==> src/rtl/rgb_status_ctrl_pkg.sv <==
// Shared encodings for the status-light controller: LED channel width,
// display modes, arbiter states and a counter-width helper.
package rgb_status_ctrl_pkg;

  localparam int LED_NBPC = 8;

  typedef enum logic [1:0] {
    RGB_MODE_SOLID   = 2'b00,
    RGB_MODE_BLINK   = 2'b01,
    RGB_MODE_BREATHE = 2'b10,
    RGB_MODE_DARK    = 2'b11
  } rgb_mode_e;

  typedef enum logic {
    ARB_IDLE = 1'b0,
    ARB_OWN  = 1'b1
  } arb_state_e;

  // Bits needed for a counter that must hold every value 0..max_val.
  function automatic int cnt_width(input int max_val);
    return (max_val < 2) ? 1 : $clog2(max_val + 1);
  endfunction

endpackage

==> src/rtl/rgb_pattern.sv <==
// Display-pattern generator: blink phase, breathe ramp and channel scaling,
// producing a registered colour for the LED driver.
module rgb_pattern
  import rgb_status_ctrl_pkg::*;
#(
  parameter int NBPC        = LED_NBPC,
  parameter int BLINK_TICKS = 250
) (
  input  logic              clk,
  input  logic              rst,
  input  logic              tick,
  input  logic              restart,
  input  rgb_mode_e         mode,
  input  logic [3*NBPC-1:0] color,
  output logic [3*NBPC-1:0] rgb
);

  localparam int              BW         = cnt_width(BLINK_TICKS - 1);
  localparam logic [BW-1:0]   BLINK_LAST = BW'(BLINK_TICKS - 1);
  localparam logic [NBPC-1:0] LEVEL_MAX  = '1;

  logic [BW-1:0]     blink_cnt_q, blink_cnt_d;
  logic              blink_on_q, blink_on_d;
  logic [NBPC-1:0]   level_q, level_d;
  logic              level_up_q, level_up_d;
  logic [3*NBPC-1:0] rgb_q, rgb_d;
  logic [3*NBPC-1:0] scaled;
  logic [2*NBPC-1:0] prod;

  // NOTE: every signal written here gets a default first, so no path can
  // leave it unassigned and infer a latch.
  always_comb begin
    blink_cnt_d = blink_cnt_q;
    blink_on_d  = blink_on_q;
    level_d     = level_q;
    level_up_d  = level_up_q;
    if (restart) begin
      blink_cnt_d = '0;
      blink_on_d  = 1'b1;
      level_d     = '0;
      level_up_d  = 1'b1;
    end else if (tick) begin
      if (blink_cnt_q == BLINK_LAST) begin
        blink_cnt_d = '0;
        blink_on_d  = !blink_on_q;
      end else begin
        blink_cnt_d = blink_cnt_q + 1'b1;
      end
      // Direction flips as an endpoint is entered, so each endpoint lasts one tick.
      if (level_up_q) begin
        level_d = level_q + 1'b1;
        if (level_q == LEVEL_MAX - 1'b1) level_up_d = 1'b0;
      end else begin
        level_d = level_q - 1'b1;
        if (level_q == NBPC'(1)) level_up_d = 1'b1;
      end
    end
  end

  always_comb begin
    scaled = '0;
    prod   = '0;
    for (int ch = 0; ch < 3; ch++) begin
      prod = {{NBPC{1'b0}}, color[ch*NBPC +: NBPC]} * {{NBPC{1'b0}}, level_q};
      scaled[ch*NBPC +: NBPC] = prod[2*NBPC-1:NBPC];
    end
  end

  always_comb begin
    rgb_d = '0;
    case (mode)
      RGB_MODE_SOLID:   rgb_d = color;
      RGB_MODE_BLINK:   rgb_d = blink_on_q ? color : '0;
      RGB_MODE_BREATHE: rgb_d = scaled;
      RGB_MODE_DARK:    rgb_d = '0;
      default:          rgb_d = '0;
    endcase
  end

  // NOTE: reset is synchronous and active-high to match the rest of this
  // codebase; state registers use non-blocking assignments only.
  always_ff @(posedge clk) begin
    if (rst) begin
      blink_cnt_q <= '0;
      blink_on_q  <= 1'b1;
      level_q     <= '0;
      level_up_q  <= 1'b1;
      rgb_q       <= '0;
    end else begin
      blink_cnt_q <= blink_cnt_d;
      blink_on_q  <= blink_on_d;
      level_q     <= level_d;
      level_up_q  <= level_up_d;
      rgb_q       <= rgb_d;
    end
  end

  assign rgb = rgb_q;

endmodule

==> src/rtl/rgb_status_ctrl.sv <==
// Status-light controller: fixed-priority arbitration with a minimum hold
// time over the shared RGB LED driver, plus display-pattern generation.
module rgb_status_ctrl
  import rgb_status_ctrl_pkg::*;
#(
  parameter int NREQ        = 4,
  parameter int NBPC        = LED_NBPC,
  parameter int TICK_DIV    = 12000,
  parameter int BLINK_TICKS = 250,
  parameter int HOLD_TICKS  = 100
) (
  input  logic                   clk,
  input  logic                   rst,
  input  logic [NREQ-1:0]        req_i,
  input  logic [NREQ*3*NBPC-1:0] color_i,
  input  logic [NREQ*2-1:0]      mode_i,
  output logic [NREQ-1:0]        grant_o,
  output logic [3*NBPC-1:0]      rgb_o,
  output logic                   en_o
);

  localparam int            CW         = 3 * NBPC;
  localparam int            PW         = cnt_width(TICK_DIV - 1);
  localparam int            HW         = cnt_width(HOLD_TICKS);
  localparam int            IW         = cnt_width(NREQ - 1);
  localparam logic [PW-1:0] PRESC_LAST = PW'(TICK_DIV - 1);
  localparam logic [HW-1:0] HOLD_MAX   = HW'(HOLD_TICKS);

  logic [PW-1:0] presc_q, presc_d;
  logic          tick;
  arb_state_e    state_q, state_d;
  logic [IW-1:0] owner_q, owner_d;
  logic [HW-1:0] hold_q, hold_d;
  logic          en_q, en_d;
  logic          restart;
  logic          any_req;
  logic [IW-1:0] top_idx;
  logic [CW-1:0] owner_color;
  rgb_mode_e     owner_mode;

  // Free-running prescaler; only rst realigns it, so a new owner's first tick may be short.
  always_comb begin
    tick    = (presc_q == PRESC_LAST);
    presc_d = tick ? '0 : presc_q + 1'b1;
  end

  always_comb begin
    any_req = |req_i;
    top_idx = '0;
    for (int k = NREQ - 1; k >= 0; k--) begin
      if (req_i[k]) top_idx = IW'(k);
    end
  end

  always_comb begin
    state_d = state_q;
    owner_d = owner_q;
    restart = 1'b0;
    case (state_q)
      ARB_IDLE: begin
        if (any_req) begin
          state_d = ARB_OWN;
          owner_d = top_idx;
          restart = 1'b1;
        end
      end
      ARB_OWN: begin
        if (!req_i[owner_q]) begin
          restart = 1'b1;
          if (any_req) owner_d = top_idx;
          else         state_d = ARB_IDLE;
        end else if (hold_q == HOLD_MAX && top_idx < owner_q) begin
          owner_d = top_idx;
          restart = 1'b1;
        end
      end
      default: state_d = ARB_IDLE;
    endcase

    hold_d = hold_q;
    if (restart)                                              hold_d = '0;
    else if (state_q == ARB_OWN && tick && hold_q != HOLD_MAX) hold_d = hold_q + 1'b1;

    en_d = (state_q == ARB_OWN);
  end

  always_ff @(posedge clk) begin
    if (rst) begin
      presc_q <= '0;
      state_q <= ARB_IDLE;
      owner_q <= '0;
      hold_q  <= '0;
      en_q    <= 1'b0;
    end else begin
      presc_q <= presc_d;
      state_q <= state_d;
      owner_q <= owner_d;
      hold_q  <= hold_d;
      en_q    <= en_d;
    end
  end

  // Owner's colour and mode are sampled live; idle forces black so rgb_o clears on release.
  always_comb begin
    owner_color = '0;
    owner_mode  = RGB_MODE_SOLID;
    grant_o     = '0;
    if (state_q == ARB_OWN) begin
      owner_color      = color_i[int'(owner_q)*CW +: CW];
      owner_mode       = rgb_mode_e'(mode_i[int'(owner_q)*2 +: 2]);
      grant_o[owner_q] = 1'b1;
    end
  end

  rgb_pattern #(
    .NBPC        (NBPC),
    .BLINK_TICKS (BLINK_TICKS)
  ) u_pattern (
    .clk     (clk),
    .rst     (rst),
    .tick    (tick),
    .restart (restart),
    .mode    (owner_mode),
    .color   (owner_color),
    .rgb     (rgb_o)
  );

  assign en_o = en_q;

endmodule

==> config.mk <==
export PLATFORM = sky130hd
export DESIGN_NAME = rgb_status_ctrl
export DESIGN_NICKNAME = d
export VERILOG_FILES = /design/src/rtl/rgb_status_ctrl_pkg.sv /design/src/rtl/rgb_pattern.sv /design/src/rtl/rgb_status_ctrl.sv
export SDC_FILE = /design/constraint.sdc
export NUM_CORES = 1
export LEC_CHECK = 0
export BUFFER_PORTS_ARGS = -buffer_cell sky130_fd_sc_hd__clkbuf_2
export CAP_MARGIN = 20
export CORE_MARGIN = 2
export CORE_UTILIZATION = 61
export CTS_BUF_LIST = sky130_fd_sc_hd__clkbuf_8
export DETAILED_ROUTE_END_ITERATION = 8
export PLACE_DENSITY = 0.9
export SLEW_MARGIN = 20
export SYNTH_ARGS = -nofsm -noshare
export SYNTH_HDL_FRONTEND = slang
export SYNTH_SLANG_ARGS = --single-unit
==> constraint.sdc <==
create_clock -name clk -period 6.8 [get_ports clk]
set_input_delay 1.02 -clock clk [delete_from_list [all_inputs] [get_ports clk]]
set_output_delay 1.02 -clock clk [all_outputs]
set_load 0.02 [all_outputs]
==> summary.txt <==
Global routing
  • First-pass GRT wire length: approximately 40,000 um
  • Largest net degree at the start of global routing: 129
  • Met2 GRT Util: between 50% and 60%
  • Global Route Usage Sum: just over 30%
  • Vias in the first global route: between 8,000 and 9,000
  • GR Util met1: between 30 and 40%
  • Initial antenna violation count: 1
  • Grt ovf: 0
  • Met3 Usage GRT: around 6.6%
  • Gr busiest metal: met2

Setup path
  • Critical Path RT: around 7.1 ns
  • CP arrival: between 6 and 7 ns
  • CP endpoint kind: register
  • CP bufs+invs: 2
  • CP cell instances: buf_4 > mux4_2 > and2_1 > nand2_1 > fa_1 > fa_1 > inv_1 > fa_1 > fa_1 > ha_1 > and4_1 > and4_1 > a221oi_2 > a2111oi_0 > nor3_1 > xnor2_1 > o21ai_1
  • Critical Path Max Stage Delay: slightly above 0.6 ns
  • CP startpoint kind: register
  • CP top delay family: adder cells
  • CP max FO: 11
  • CP max stage cell: dfxtp_2
  • Cell mode on critical path: fa_1
  • Setup CP Type: reg2reg

Logic synthesis
  • Mean Syn Cell Area: 8.79 um^2
  • Sequential share of the synthesized area: 13.8%
  • Cell Area, Synth: 9730 um^2
  • Post-synth EDFFs: 0
  • Net Count, Synth: 1,431
  • Yosys reg bits: 67
  • Syn. warnings: 0
  • Distinct cells, synth: 62
  • Synth async-reset ratio: 0%
  • Syn Inst Count: ~1,100
  • Post-synth top flop: dfxtp_1

Route
  • Post-DRT Antenna Nets: 0
  • Vias: around 8,600
  • 1st-pass router iterations: 6
  • Initial drt markers: 774
  • Vias/cell: 6.04
  • WL final: 25,200 um
  • Wire per inst: between 15 and 20 um
  • Post-route DRC: 0

Layout
  • Commonest non-fill, non-tap cell in the layout: and3_1
  • Post-route cell area: 10,800 um^2
  • Layout cells sized above 1: between 15 and 20%
  • Most frequent cells in the layout: and3_1 (159), inv_1 (149), clkbuf_2 (138), ha_1 (109), fa_1 (105)
  • Fillers: around 1,200
  • Final Net Count: approximately 1,500
  • Synth-to-Final Area Change: 10.6%
  • Finished Core Util: 68.5%

STA
  • Skew final: between 0.02 and 0.025 ns
  • Sum of negative setup slack: 0 ns
  • Tightest Pin Transition: roughly 1.1 ns
  • Fmax: 0.173 GHz
  • RSZ-0062 raised after global routing: false
  • Final period utilization: between 80% and 90%
  • Slew headroom: roughly 27%
  • Setup violators final: 0
  • Minimum clock period: between 5 and 6 ns
  • Min Hold Slack: roughly 0.47 ns
  • Fin. Hold Viols: 0
  • Max Slew Vio Count: 0

Die
  • Initial core utilization: about three fifths
  • Cell Rows: 46
  • Full die area: between 15,000 and 20,000 um^2
  • Chip width: 130 um
  • Core area: 15,700 um^2
  • Chip Height: between 100 and 150 um
  • I/O pin count: about 140

Clock network
  • CTS tree: built
  • Post-CTS Resized: 0
  • Setup bufs post-CTS: 0
  • Clock transition at the registers of the reported paths: approximately 0.090 ns
  • Clock sinks: 67
  • Cell at the root of the clock tree: clkbuf_8
  • Clk Latency, worst-skew pair: 0.39 ns
  • Clock Tree Buf Depth: 2
  • Number of buffers created by CTS: 9
  • CTS Hold Bufs: 0
  • H-tree depth: 3

Status
  • Status: completed

Place
  • Placed Instance Area: roughly 11,000 um^2
  • HPWL after DPL: 19,200 um
  • IO Port Bufs: about 140
  • GPL Wtd Cong: 0.923

Hold path
  • Worst hold path class: reg2reg

Job
  • Max Cap Viol: 0

Pwr
  • PwrDens: a little over 90 nW/um^2
  • VDD IR max: 0.105 mV
  • Static leakage: a little under 6 nW
==> path summary, 6_finish.rpt <==
| check | start | end | slack [ns] | cells past startpoint |
|---|---|---|---|---|
| setup reg to reg | owner_q[0] | u_pattern.rgb[7] | 1.01 | 17 |
| hold / removal | presc_q[0] | presc_q[0] | 0.47 | 1 |
| hold reg to reg | presc_q[0] | presc_q[0] | 0.47 | 1 |
| setup / recovery | owner_q[0] | u_pattern.rgb[7] | 1.01 | 17 |
==> power breakdown <==
part	total (W)	switching [W]	leakage, nW	internal [W]
sequential	0.000423	0.0000203	0.546	0.000402
clock	0.000378	0.000203	0.103	0.000176
combinational	0.000193	0.000113	5.27	0.0000791
total	0.000993	0.000336	5.92	0.000657
==> area by class of cell <==
cell class	instances	area, um^2	share of cell area [%]
clock inverter	7	81.3	0.756
sequential	67	1350	12.5
inverter	149	559	5.20
antenna	1	2.50	0.0232
multi-input combinational	830	7590	70.5
timing repair buffer	151	788	7.32
tap	216	270	2.51
clock buffer	9	124	1.15
==> per-stage QoR <==
stage | std cells | total power (W) | setup WS (ns)
after floorplan | 1107 | 0.000535 | 1.23
after CTS | 1429 | 0.000989 | 1.02
after global routing | 1429 | 0.00102 | 0.669
after detailed placement | 1413 | 0.000619 | 0.904
final | 1430 | 0.000993 | 1.01
after global placement | 1413 | 0.000614 | 1.06
==> cell usage after synthesis (3+ instances only) <==
cell type,n,area (um^2)
nand4_1,12,75.1
xnor2_1,24,210
nor4_1,4,25.0
nor2b_1,8,50.1
xor2_1,31,272
nor2_1,67,251
nand2b_1,5,31.3
or3_1,3,18.8
mux2i_1,7,70.1
a21oi_1,25,125
and3_1,159,995
nand2_1,90,338
a21o_1,11,82.6
and4_1,3,26.3
o21a_1,5,37.5
nor3_1,9,45.0
ha_1,109,1360
clkbuf_1,51,191
mux4_2,27,608
buf_1,4,15.0
o21ai_0,19,95.1
fa_1,105,2100
o21bai_1,6,45.0
nand3_1,13,65.1
dfxtp_1,67,1340
o21ai_1,14,70.1
nor4b_1,3,26.3
and2_1,28,175
a31oi_1,4,25.0
inv_1,149,559
buf_2,5,25.0
==> sequential cells by signal, indices dropped and copies added (netlist names) <==
name / flops
en_o: 1
presc_q: 14
u_pattern.rgb: 24
u_pattern.level_q: 8
u_pattern.blink_on_q: 1
hold_q: 7
u_pattern.blink_cnt_q: 8
en_d: 1
u_pattern.level_up_q: 1
owner_q: 2
==> kinds of logic after synthesis <==
family,share of synthesized area [%]
mux,6.97
fa+ha+maj,35.6
flops,13.8
simple gates,22.8
xor+xnor,4.95
buf+inv,8.24
compound gates,7.66
==> worst reg2reg max path, cell delays in order (launching register included) <==
cell,delay [ns]
dfxtp_2,0.62
buf_4,0.31
mux4_2,0.61
and2_1,0.22
nand2_1,0.10
fa_1,0.46
fa_1,0.54
inv_1,0.05
fa_1,0.50
fa_1,0.50
ha_1,0.33
and4_1,0.18
and4_1,0.23
a221oi_2,0.38
a2111oi_0,0.19
nor3_1,0.21
xnor2_1,0.15
o21ai_1,0.08
==> per-layer routing <==
layer / wire [um] / up-vias
li1: - / 3931
met4: 963 / 2
met3: 2530 / 89
met5: 8 / -
met2: 12100 / 458
met1: 9650 / 4157
Power figures use the tool's default switching activity.
